### config.mk
export PLATFORM = sky130hd
export DESIGN_NAME = edge_detect
export DESIGN_NICKNAME = d
export VERILOG_FILES = /design/src/rtl/edge_detect.sv
export SDC_FILE = /design/constraint.sdc
export NUM_CORES = 2
export LEC_CHECK = 0
export BUFFER_PORTS_ARGS = -buffer_cell sky130_fd_sc_hd__buf_2
export CORE_ASPECT_RATIO = 1.5
export CORE_MARGIN = 10
export CORE_UTILIZATION = 35
export CTS_CLUSTER_SIZE = 40
export DETAILED_ROUTE_END_ITERATION = 12
export PLACE_DENSITY = 0.51
export SKIP_LAST_GASP = 1
export SLEW_MARGIN = 15
export SYNTH_ARGS = -nofsm -noshare
export SYNTH_HDL_FRONTEND = slang
export SYNTH_SLANG_ARGS = --single-unit
### constraint.sdc
create_clock -name Clk -period 4 [get_ports Clk]
set_input_delay 1 -clock Clk [delete_from_list [all_inputs] [get_ports Clk]]
set_output_delay 1 -clock Clk [all_outputs]
set_load 0.005 [all_outputs]
### src/rtl/edge_detect.sv
// Streaming gradient edge detector: |dx| + |dy| against a threshold, one line buffer,
// binary 0xFF/0x00 output with markers kept aligned through a fixed two-stage pipeline.
module edge_detect #(
    parameter int MAX_WIDTH = 256
) (
    input  logic       Clk,
    input  logic       Reset,
    input  logic [7:0] PixelIn,
    input  logic       FrameIn,
    input  logic       LineIn,
    input  logic [7:0] Threshold,
    output logic [7:0] PixelOut,
    output logic       FrameOut,
    output logic       LineOut
);

    localparam int         AW   = (MAX_WIDTH > 1) ? $clog2(MAX_WIDTH) : 1;
    localparam logic [8:0] XMAX = 9'(MAX_WIDTH);

    function automatic logic [7:0] absdiff(input logic [7:0] a, input logic [7:0] b);
        logic signed [9:0] d;
        d = $signed({2'b00, a}) - $signed({2'b00, b});
        if (d < 0)
            d = -d;
        return d[7:0];
    endfunction

    function automatic logic [8:0] x_inc(input logic [8:0] v);
        return (v >= XMAX) ? XMAX : v + 9'd1;
    endfunction

    function automatic logic [7:0] y_inc(input logic [7:0] v);
        return (v == 8'hFF) ? v : v + 8'd1;
    endfunction

    logic [8:0]    x;
    logic [7:0]    y;
    logic [7:0]    pprev;
    logic          marker;
    logic          pix_vld;
    logic [AW-1:0] addr;
    logic [7:0]    h_calc;

    logic [7:0]    lb [MAX_WIDTH];
    logic [7:0]    lb_q_p1;

    logic          vld_p1;
    logic          vmask_p1;
    logic [7:0]    h_p1;
    logic [7:0]    p_p1;
    logic [7:0]    thr_p1;
    logic          frame_p1;
    logic          line_p1;

    logic [7:0]    v_calc;
    logic [8:0]    sum_calc;
    logic [7:0]    pix_p2;
    logic          frame_p2;
    logic          line_p2;

    assign marker  = FrameIn | LineIn;
    assign pix_vld = ~marker & (x < XMAX);
    assign addr    = x[AW-1:0];
    assign h_calc  = (x == 9'd0) ? 8'd0 : absdiff(PixelIn, pprev);

    // Line buffer: read-before-write, so lb_q_p1 holds the pixel from the row above.
    always_ff @(posedge Clk) begin
        lb_q_p1 <= lb[addr];
        if (pix_vld)
            lb[addr] <= PixelIn;
    end

    // Stage 1: coordinates, horizontal term, operands for the vertical term
    always_ff @(posedge Clk) begin
        if (Reset) begin
            x        <= 9'd0;
            y        <= 8'd0;
            pprev    <= 8'd0;
            vld_p1   <= 1'b0;
            vmask_p1 <= 1'b0;
            h_p1     <= 8'd0;
            p_p1     <= 8'd0;
            thr_p1   <= 8'd0;
            frame_p1 <= 1'b0;
            line_p1  <= 1'b0;
        end else begin
            if (FrameIn) begin
                x <= 9'd0;
                y <= 8'd0;
            end else if (LineIn) begin
                x <= 9'd0;
                y <= y_inc(y);
            end else begin
                x <= x_inc(x);
            end
            if (pix_vld)
                pprev <= PixelIn;
            vld_p1   <= pix_vld;
            vmask_p1 <= (y != 8'd0);
            h_p1     <= h_calc;
            p_p1     <= PixelIn;
            thr_p1   <= Threshold;
            frame_p1 <= FrameIn;
            line_p1  <= LineIn;
        end
    end

    assign v_calc   = vmask_p1 ? absdiff(p_p1, lb_q_p1) : 8'd0;
    assign sum_calc = {1'b0, h_p1} + {1'b0, v_calc};

    // Stage 2: threshold compare into the output register
    always_ff @(posedge Clk) begin
        if (Reset) begin
            pix_p2   <= 8'h00;
            frame_p2 <= 1'b0;
            line_p2  <= 1'b0;
        end else begin
            pix_p2   <= (vld_p1 && (sum_calc > {1'b0, thr_p1})) ? 8'hFF : 8'h00;
            frame_p2 <= frame_p1;
            line_p2  <= line_p1;
        end
    end

    assign PixelOut = pix_p2;
    assign FrameOut = frame_p2;
    assign LineOut  = line_p2;

endmodule
==> qor.txt <==
async set-reset flop share out of synthesis - 0%
Die X - 417 µm
Sw Ratio - 20.7%
min Tclk post-route - 4.11 ns
total CTS buffers - 198
CTS root buffer - clkbuf_16
pins over their slew limit - 0
class of the most critical setup path - reg2reg
Max Cap Viol - 0
drt drc - 0
Crit-path slowest cell - fa_2
Post-synth EDFFs - 2048
CP cell instances - inv_1 -> ha_1 -> nor2b_1 -> o21a_1 -> o21a_1 -> o31a_1 -> o21a_4 -> o21ai_2 -> o311ai_2 -> fa_2 -> inv_1 -> ha_1 -> nor2b_1 -> o21a_1 -> o21a_1 -> o211ai_1 -> a21boi_1 -> o31ai_1 -> a311oi_1
Starting Density - 35.1%
cell taking the most area after synthesis - edfxtp_1
hold crit path type - in2reg
ANT nets after route - 0
nets - 4426
Distinct cells, synth - 67
fmax - 0.243 GHz
fin area - 0.0960 mm²
Die Height - 615 µm
vias in the first global route - 42700
clk sink count - 2112
Area after DPL - 0.0900 mm²
P_int - 34.4 mW
status - complete, but fails checks
total wire length - 229000 µm
Worst EP arrival - 4.80 ns
Die ar. - 0.256 mm²
Cell Pwr Density - 452 mW/mm²
maximum VDD drop - 0.344 mV
row cnt - 218
Syn Area/Cell - 21.4 µm²
IO Count - 30
RSZ-0062 raised after global routing - yes
Final Hold Vio Count - 0
CP Capture Type - flop
post-synth top area share - 74.4%
Slowest Stage Delay on Critical Path - 0.57 ns
fillers - 20900
Reg power frac - 56.0%
crit path launch type - flop
crit path max fanout - 6
Setup Buffers After CTS - 0
remaining global-route overflow - 0
violated checks - negative setup slack
commonest non-fill, non-tap cell in the layout - edfxtp_1
Post-CTS Hold Buffers - 0
Final WS setup - -0.113 ns
first-pass GRT wire length - 327000 µm
initial DRC count - 3302
Synth Register Bits - 2112
dominant synthesized flop cell - edfxtp_1
WP buf/inv - 2
cell count after placement - 7243
CP top delay family - compound AO/OA/AOI/OAI gates
most used cell, CP - o21a_1
share of layout cells above drive strength 1 - 31.5%
clock network power share - 40.8%
most frequent cells in the layout - edfxtp_1, mux4_2, buf_4
P_leak - 29.6 nW
Synth warnings - 0
fin crit share - 103%
Util after Layout - 40.8%
1st-pass router iterations - 6
vias - 40500
synth top area cells - edfxtp_1, mux4_2, dfxtp_1
GRT Total Usage - 17.6%
pin count of the biggest net entering global routing - 170
H-Tree Depth - 4
area added between synthesis and finish - 16.1%
worst-skew pair later-pin latency - 0.85 ns
initial antenna violation count - 8
Finish-stage setup viols - 1
Hold Slack - 0.375 ns
Post-Syn Instances - 3858
syn_nets - 3921
max_slew headroom - 27.1%
Final Instance Count excl. Fillers - 7595
Clock Pin Slew Worst Setup and Hold Paths - 0.06 ns
CP required - 4.69 ns
Comb pwr share - 3.2%
PortBufs - 29
register area share after synthesis - 76.0%
Setup Skew - 0.0443 ns
Final GP Congestion - 0.837
post-DP HPWL - 148000 µm
TritonCTS clock tree - built
clk buf depth - 4
TNS Setup - -0.113 ns
core area - 0.235 mm²
Routed WL per cell - 30.1 µm
Worst Max-Slew Pin Slew - 1.09 ns
Post-Synthesis Cell Area - 0.0826 mm²
Net Switching - 8.97 mW
vias per cell - 5.33
layer usage:
metal / wire length (µm) / global-route usage [%] / vias up
met3: 9390 / 2.27 / 371
met5: 0 / 0 / -
met2: 122000 / 31.9 / 968
met1: 87600 / 21.1 / 22100
met4: 9710 / 6.75 / 0
li1: - / - / 17000
logic make-up (layout without fill, tap and decap cells):
logic type	after synthesis	count (layout)	synth area share [%]
AOI/OAI and AO/OA	223	223	1.95
xor gates and xnor gates	24	24	0.254
adders and majority gates	43	43	0.678
buffers and inverters	283	938	1.68
DFF	2112	2112	76.0
muxes	635	635	16.6
other	0	2	0
and+or+nand+nor	538	538	2.87
state kept, by name, indices dropped and copies added, names as in the netlist:
signal	flops
p_p1	8
x	9
PixelOut	1
line_p1	1
vmask_p1	1
y	8
thr_p1	8
lb_q_p1	8
LineOut	1
h_p1	8
frame_p1	1
lb	2048
pprev	8
vld_p1	1
FrameOut	1
cells in the mapped netlist (4+ instances only):
cell      number
or3_1          8
nor2_1       305
edfxtp_1    2048
xor2_1        14
a21boi_0       4
a22oi_1       37
o31ai_1        4
nor3_1        20
o211ai_1       6
o32ai_1        4
a21oi_1       41
nor2b_1       41
nand2_1       76
a211oi_1       9
buf_6         21
dfxtp_1       64
mux2i_1       45
a22o_1        16
a31oi_1        6
buf_2         45
buf_1         20
or4_1          6
o21ai_0       18
and3_1         8
o21a_1         8
xnor2_1       10
buf_4         29
o31a_1        10
nand4_1       13
a32oi_1        4
o22ai_1       15
ha_1          40
inv_1         51
nand3_1       33
a221oi_1      14
mux4_2       589
clkbuf_1     117
nand2b_1       6
and2_1         9
stage by stage:
| stage | power, mW | setup slack, ns |
|---|---|---|
| 6_report | 43.4 | -0.113 |
| 3_5_place_dp | 26.2 | -0.289 |
| 4_1_cts | 43.8 | -0.117 |
| 5_1_grt | 44.7 | -0.358 |
| 3_3_place_gp | 26.2 | -0.292 |
| 2_1_floorplan | 25.4 | 0.0188 |
path summary, 6_finish.rpt:
path                 startpoint                     end  slack, ns  cells past startpoint
min reg2reg   vld_p1$_SDFF_PP0_  PixelOut[6]$_SDFF_PP0_       0.43                      2
max reg2reg  lb_q_p1[2]$_DFF_P_  PixelOut[6]$_SDFF_PP0_      -0.11                     19
min                Threshold[6]    thr_p1[6]$_SDFF_PP0_       0.37                      2
max          lb_q_p1[2]$_DFF_P_  PixelOut[6]$_SDFF_PP0_      -0.11                     19
area by class of cell:
class	count	area, µm²	share of cell area [%]
diodes	2	5.00	0.00522
clock buffers	251	5220	5.44
clock inverters	99	636	0.662
inverters	51	191	0.199
multi-input cells	1463	18600	19.4
flip-flops and latches	2112	62800	65.4
well taps	3080	3850	4.02
repair buffers	537	4640	4.83
repair_timing:
| item | 4_1_cts | 5_1_grt |
|---|---|---|
| endpoints found under the setup margin | 1 | 1 |
| gates resized for setup | 8 | 13 |
| pin swaps | 2 | 6 |
power groups by stage:
stage	Combinational (mW)	Clock [mW]	Sequential [mW]
2_1_floorplan	0.681	0	24.8
3_3_place_gp	1.42	0	24.8
3_5_place_dp	1.44	0	24.8
4_1_cts	1.45	18.1	24.3
5_1_grt	1.53	18.9	24.3
6_report	1.41	17.7	24.3
Power figures use the tool's default switching activity.
